==> config.mk <==
export PLATFORM = sky130hd
export DESIGN_NAME = cinit_seq_gen
export DESIGN_NICKNAME = d
export VERILOG_FILES = /design/src/rtl/cinit_seq_gen.sv
export SDC_FILE = /design/constraint.sdc
export NUM_CORES = 1
export LEC_CHECK = 0
export ABC_AREA = 1
export BUFFER_PORTS_ARGS = -buffer_cell sky130_fd_sc_hd__buf_2
export CAP_MARGIN = 20
export CORE_MARGIN = 2
export CORE_UTILIZATION = 55
export CTS_BUF_LIST = sky130_fd_sc_hd__clkbuf_2
export DETAILED_ROUTE_END_ITERATION = 8
export PLACE_DENSITY = 0.79
export SYNTH_ARGS = -nofsm -noshare
export SYNTH_HDL_FRONTEND = slang
export SYNTH_SLANG_ARGS = --single-unit
export TNS_END_PERCENT = 10
==> constraint.sdc <==
create_clock -name clk -period 7.63 [get_ports clk]
set_input_delay 1.526 -clock clk [delete_from_list [all_inputs] [get_ports clk]]
set_output_delay 1.526 -clock clk [all_outputs]
set_load 0.02 [all_outputs]
==> src/rtl/cinit_seq_gen.sv <==
// Walks every unmasked slot/NRS symbol of a frame and emits Gold-sequence seeds via a shift-add multiplier.
// Optional feature macro: CINIT_NCP_EN (adds n_cp input, LTE CRS constant term 2*N_cell_ID+n_cp).
module cinit_seq_gen #(
  parameter int WIDTH_ID  = 9,
  parameter int WIDTH_A   = 8,
  parameter int WIDTH_P   = 18,
  parameter int N_SLOTS   = 20,
  parameter int SYM_FIRST = 5,
  parameter int SYM_LAST  = 6
) (
  input  logic                clk,
  input  logic                rst,
  input  logic                start,
`ifdef CINIT_NCP_EN
  input  logic                n_cp,
`endif
  input  logic [WIDTH_ID-1:0] N_cell_ID,
  input  logic [N_SLOTS-1:0]  skip_mask,
  input  logic                ready,
  output logic [27:0]         cinit,
  output logic                valid,
  output logic [4:0]          slot,
  output logic [2:0]          sym,
  output logic                last,
  output logic                busy,
  output logic                done
);

  localparam int CNT_W  = (WIDTH_A > 1) ? $clog2(WIDTH_A) : 1;
  localparam int SLOT_W = 6;

  typedef enum logic [2:0] {IDLE, FIND, LOAD, MUL, HOLD} state_t;

  state_t               state_reg;
  logic [WIDTH_ID-1:0]  id_reg;
  logic [N_SLOTS-1:0]   mask_reg;
  logic [SLOT_W-1:0]    slot_reg;
  logic [2:0]           sym_reg;
  logic [WIDTH_A-1:0]   a_reg;
  logic [WIDTH_ID:0]    b_reg;
  logic [WIDTH_P-1:0]   acc_reg;
  logic [CNT_W-1:0]     cnt_reg;
  logic                 last_pend_reg;
`ifdef CINIT_NCP_EN
  logic                 ncp_reg;
`endif

  logic [63:0]          mask_ext;
  logic [N_SLOTS-1:0]   unmasked_above;
  logic [WIDTH_A-1:0]   a_next;
  logic [WIDTH_P-1:0]   acc_next;
  logic [27:0]          konst;
  logic [27:0]          cinit_next;

  assign slot     = slot_reg[4:0];
  assign sym      = sym_reg;
  assign mask_ext = 64'(mask_reg);

  // Slots strictly above the current one that still need work; empty means this slot is the final one.
  for (genvar gi = 0; gi < N_SLOTS; gi++) begin : g_above
    assign unmasked_above[gi] = !mask_reg[gi] && (slot_reg < SLOT_W'(gi));
  end

  assign a_next   = WIDTH_A'(7 * (int'(slot_reg) + 1) + int'(sym_reg) + 1);
  assign acc_next = acc_reg + (a_reg[cnt_reg] ? (WIDTH_P'(b_reg) << cnt_reg) : WIDTH_P'(0));

`ifdef CINIT_NCP_EN
  assign konst = 28'({id_reg, 1'b0}) + 28'(ncp_reg);
`else
  assign konst = 28'(b_reg);
`endif

  assign cinit_next = 28'({acc_next, 10'b0}) + konst;

  always_ff @(posedge clk or negedge rst) begin
    if (!rst) begin
      state_reg     <= IDLE;
      id_reg        <= '0;
      mask_reg      <= '0;
      slot_reg      <= '0;
      sym_reg       <= '0;
      a_reg         <= '0;
      b_reg         <= '0;
      acc_reg       <= '0;
      cnt_reg       <= '0;
      last_pend_reg <= 1'b0;
`ifdef CINIT_NCP_EN
      ncp_reg       <= 1'b0;
`endif
      cinit         <= '0;
      valid         <= 1'b0;
      last          <= 1'b0;
      busy          <= 1'b0;
      done          <= 1'b0;
    end else begin
      done <= 1'b0;
      case (state_reg)
        IDLE: begin
          if (start) begin
            id_reg    <= N_cell_ID;
            mask_reg  <= skip_mask;
`ifdef CINIT_NCP_EN
            ncp_reg   <= n_cp;
`endif
            slot_reg  <= '0;
            sym_reg   <= 3'(SYM_FIRST);
            busy      <= 1'b1;
            state_reg <= FIND;
          end
        end
        FIND: begin
          if (slot_reg == SLOT_W'(N_SLOTS)) begin
            done      <= 1'b1;
            busy      <= 1'b0;
            state_reg <= IDLE;
          end else if (mask_ext[slot_reg]) begin
            slot_reg <= slot_reg + 1'b1;
          end else begin
            state_reg <= LOAD;
          end
        end
        LOAD: begin
          acc_reg       <= '0;
          a_reg         <= a_next;
          b_reg         <= {id_reg, 1'b1};
          cnt_reg       <= '0;
          last_pend_reg <= (sym_reg == 3'(SYM_LAST)) && !(|unmasked_above);
          state_reg     <= MUL;
        end
        MUL: begin
          acc_reg <= acc_next;
          cnt_reg <= cnt_reg + 1'b1;
          if (cnt_reg == CNT_W'(WIDTH_A - 1)) begin
            cinit     <= cinit_next;
            valid     <= 1'b1;
            last      <= last_pend_reg;
            state_reg <= HOLD;
          end
        end
        HOLD: begin
          if (ready) begin
            valid <= 1'b0;
            last  <= 1'b0;
            cinit <= '0;
            if (last) begin
              // Nothing left to emit, so finish without revisiting trailing masked slots.
              done      <= 1'b1;
              busy      <= 1'b0;
              state_reg <= IDLE;
            end else if (sym_reg < 3'(SYM_LAST)) begin
              sym_reg   <= sym_reg + 1'b1;
              state_reg <= LOAD;
            end else begin
              sym_reg   <= 3'(SYM_FIRST);
              slot_reg  <= slot_reg + 1'b1;
              state_reg <= FIND;
            end
          end
        end
        default: state_reg <= IDLE;
      endcase
    end
  end

endmodule

# Yosys cells after proc, flatten, opt, wreduce, memory -nomap -nowiden
# Cells that the tools add are included.
word_totals:
  register_bits: 113
  in_bits: 33
  word_cells: 163
op_classes:
  n_addsub: 8
  multipliers: 1
  order_cmp: 23
  n_eq_ne: 17
  shifts: 1
  n_mux: 44
  n_reduce_logical: 54
op_table:
  columns: ["cell", "n"]
  rows:
  - ["$mux 28", 2]
  - ["$pmux 28 s2", 1]
  - ["$lt 6x4->1 const B", 8]
  - ["$mux 6", 6]
  - ["$pmux 18 s2", 1]
  - ["$add 28x10->28", 1]
  - ["$mux 3", 9]
  - ["$lt 6x3->1 const B", 4]
  - ["$lt 6x5->1 const B", 4]
  - ["$logic_and 1x1->1", 21]
  - ["$logic_not 1->1", 21]
  - ["$reduce_or 20->1", 1]
  - ["$add 18x18->18", 1]
  - ["$mux 18", 1]
  - ["$ne 2x2->1 const B", 9]
  - ["$pmux 6 s3", 1]
  - ["$shl 10x3->18", 1]
  - ["$pmux 3 s5", 1]
  - ["$lt 6x1->1 const B", 2]
  - ["$lt 6x2->1 const B", 2]
  - ["$mux 1", 12]
  - ["$pmux 3 s2", 2]
  - ["$eq 3x3->1 const B", 3]
  - ["$add 8x1->8 const B", 1]
  - ["25 further kinds", 33]

# Depth between registers and ports, before layout
logic_depth:
  depth_word: 7
  depth_mapped: 21
  mapped_depth_nobuf: 20

# Worst setup path after synthesis
# Ideal clock, no wire load.
synth_path:
  path_kind: "register -> register"
  startpoint: "register slot_reg[0]"
  endpoint: "register a_reg[7]"
  arrival_time_ns: 3.002
  path_slack_ns: 4.544
  path_stages_with_launch: 16
  path_buffers: 1
  cell_sequence: "dfrtp_1 > inv_1 > buf_4 > ha_1 > inv_1 > nand2_1 > nand2_1 > xor2_1 > fa_1 > fa_1 > o21ai_0 > nand2_1 > nand2_1 > a21oi_1 > xor2_1 > o21ai_0"
synth_via:
  elab_chain_len: 4
synth_rtl:
  columns: ["item", "line_no", "rtl"]
  rows:
  - ["from (decl)", "37", "logic [SLOT_W-1:0] slot_reg;"]
  - ["from (signal assigned)", "117", "slot_reg <= slot_reg + 1'b1;"]
  - ["from (signal assigned)", "155", "slot_reg <= slot_reg + 1'b1;"]
  - ["$add 6x1->7", "64", "assign a_next = WIDTH_A'(7 * (int'(slot_reg) + 1) + int'(sym_reg) + 1);"]
  - ["$mul 3x7->8", "64", null]
  - ["$add 8x3->8", "64", null]
  - ["$add 8x1->8", "64", null]
  - ["to (signal assigned)", "124", "a_reg <= a_next;"]
  - ["to (decl)", "39", "logic [WIDTH_A-1:0] a_reg;"]
# No other way between the ends.
# A chain may end at the register's enable or synchronous reset.

# Worst setup path after layout
# Ends and elaborated chain as after synthesis.

==> impl_results.md <==
* Status: completed
* First-pass GRT wire length at approximately 27000 um
* Hold Crit Depth at 2
* Core area at approximately 12000 um^2
* Starting Density at 56.3%
* Slew margin rel. at between 30% and 40%
* Worst setup SP type: flop
* R2r startpoint: slot_reg[0]$_DFFE_PN0P_
* Gate Count Post-Synth at 871
* CP required at about 8300 ps
* Max FFs per register at 28
* Full die area at 13100 um^2
* Number of diodes at 0
* Worst IR Drop VDD at 0.000179 V
* DRC errors left at 0
* Top cells by count, synth: 233 x nand2_1, 113 x dfrtp_1, 93 x inv_1
* FF-to-FF setup slack at between 3000 and 4000 ps
* Final hold slack at about 500 ps
* Vias in the first global route at between 5000 and 6000
* Post-CTS Resized at 0
* Clock net sink count at 113
* FF-to-FF End: a_reg[7]$_DFFE_PN0P_
* H-tree depth at 4
* Placer Congestion at 0.938
* Iteration-0 DRC Markers at 435
* RSZ-0062 raised after global routing: false
* Max FO, Critical Path at 18
* FMAX at 0.263 GHz
* Leading area contributor after synthesis: dfrtp_1
* Core Util, Final at 61.6%
* Hold Path End: b_reg[4]$_DFFE_PN0P_
* CTS tree: built
* CP Class: flop to flop
* Final period util at about half
* Post-detailed-route via-to-cell ratio at about 5.4
* Post-synth EDFFs at 0
* Main synth FF type: dfrtp_1
* Min-delay src: id_reg[3]$_DFFE_PN0P_
* Least-Margin Pin Slew at 968 ps
* Per-cell routed wire length at ~14 um
* Period minus WS final at 3800 ps
* Mean Syn Cell Area at 7.73 um^2
* Total CTS buffers at 17
* Postcts setup bufs at 0
* Share of cells above drive strength 1 at a little over an eighth
* Initial antenna violation count at 0
* Max Cap Viol at 0
* Hold buffers post-CTS at 0
* Skew final at slightly below 40 ps
* Crit. End Element: flop
* Post-synthesis sequential area ratio at 42.0%
* Synth area leaders: dfrtp_1 42%, nand2_1 13%, o21ai_0 6.8%, ha_1 6.5%, inv_1 5.2%
* Post-Synthesis Cell Area at 6740 um^2
* Synth unique cells at 46
* PD cells at 349 nW/um^2
* Worst R2R Path Depth at 14
* Port Buffers at just over 70
* Final setup viols at 0
* Most frequent cell after synthesis: nand2_1
* Die H at approximately 110 um
* CP arrival at about 4500 ps
* Worst skew pair latency at ~750 ps
* Estimated wirelength of the detail-placed design at between 10000 and 15000 um
* Routed vias at 5904
* Detailed Route WL at 15900 um
* # rows at 40
* Total routing usage reported by global routing at 26.0%
* Final nets at a little over 1000
* GRT overflow at 0
* Max-slew violations at 0
* Fill cells at 1070
* Die width at 115 um
* Largest net degree at the start of global routing at 80
* Ys async rst share at 100%
* Post-synth top area share at 42.0%
* Number of primary I/O pins at 73
* Final setup TNS at 0 ps
* Post-synthesis register bit count at 113
* Reg clk slew, reported paths at 210 ps
* Fin. Hold Viols at 0
* First-pass iteration count of the detailed router at 7
* ANT nets after route at 0
* Synth warn at 0
* Synth-to-Final Area Change at 9.36%
* Lkg Pwr at ~3.9 nW
* Max clock buf depth at 2
* Syn Nets at approximately 950
* HP Class: flop to flop
* CTS Root Cell: clkbuf_2
[metal layers]
metal	part of all wire, %	vias up	track usage [%]
li1	-	2964	-
met1	44	2753	33.0
met2	49	164	43.7
met3	5.0	23	6.30
met4	1.9	0	8.86
met5	0	-	0
[worst max-delay path by stage]
| stage | startpoint | to | slack (ps) | cells past startpoint |
|---|---|---|---|---|
| CTS | slot_reg[0]$_DFFE_PN0P_ | a_reg[7]$_DFFE_PN0P_ | 3860 | 14 |
| global route | slot_reg[0]$_DFFE_PN0P_ | a_reg[7]$_DFFE_PN0P_ | 3480 | 14 |
| floorplan | slot_reg[0]$_DFFE_PN0P_ | a_reg[7]$_DFFE_PN0P_ | 4540 | 15 |
| detailed placement | slot_reg[0]$_DFFE_PN0P_ | a_reg[7]$_DFFE_PN0P_ | 3930 | 14 |
| global placement | slot_reg[0]$_DFFE_PN0P_ | a_reg[7]$_DFFE_PN0P_ | 4080 | 14 |
| finish | slot_reg[0]$_DFFE_PN0P_ | a_reg[7]$_DFFE_PN0P_ | 3830 | 14 |
[stage by stage]
step                area, um^2  worst slack (ps)  power (mW)  std cells
finish                    7370              3830        2.57       1095
detailed placement        7170              3930        2.23       1063
floorplan                 6740              4540        1.89        871
global route              7370              3480        2.82       1095
global placement          7170              4080        2.19       1063
CTS                       7370              3860        2.58       1095
[where the power goes]
group          leakage [nW]  internal, mW  switching (mW)  total (mW)
registers              1.32         0.784           0.139       0.923
clock network         0.125        0.0885           0.258       0.346
logic                  2.48         0.451           0.852        1.30
[worst max-delay path, stage by stage (launching register included)]
cell,delay [ps]
dfrtp_1,750
inv_1,350
ha_1,460
inv_1,100
nand2_1,80
nand2_1,70
xor2_1,170
fa_1,510
fa_1,480
o21ai_0,230
nand2_1,110
nand2_1,70
a21oi_1,70
xor2_1,140
o21ai_0,140
[final cells by class]
| type | instances | area (um^2) | share of cell area (%) |
|---|---|---|---|
| flip-flops and latches | 113 | 2830 | 38.4 |
| clock buffers | 17 | 85.1 | 1.15 |
| clock inverters | 15 | 113 | 1.53 |
| multi-input cells | 627 | 3390 | 46.0 |
| inverters | 100 | 375 | 5.10 |
| well taps | 147 | 184 | 2.50 |
| repair buffers | 76 | 393 | 5.33 |
[cell usage in the layout (no fill, tap or decap), types with 7 or more instances in the layout]
| master | instances |
|---|---|
| inv_1 | 93 |
| buf_2 | 71 |
| nand2_1 | 233 |
| ha_1 | 35 |
| fa_1 | 7 |
| mux2_2 | 8 |
| a21oi_1 | 50 |
| clkbuf_2 | 17 |
| o21ai_0 | 91 |
| nor3_1 | 9 |
| xor2_1 | 10 |
| dfrtp_1 | 113 |
| nand3_1 | 45 |
| nor2_1 | 78 |
[cells by family after synthesis]
group,synth area share [%]
AOI/OAI and AO/OA,14.2
and+or+nand+nor,23.8
muxes,1.49
DFF,42.0
xor gates and xnor gates,2.08
adders and majority gates,8.58
buffers and inverters,7.84
Note: power is estimated with default switching activity, not from simulation.
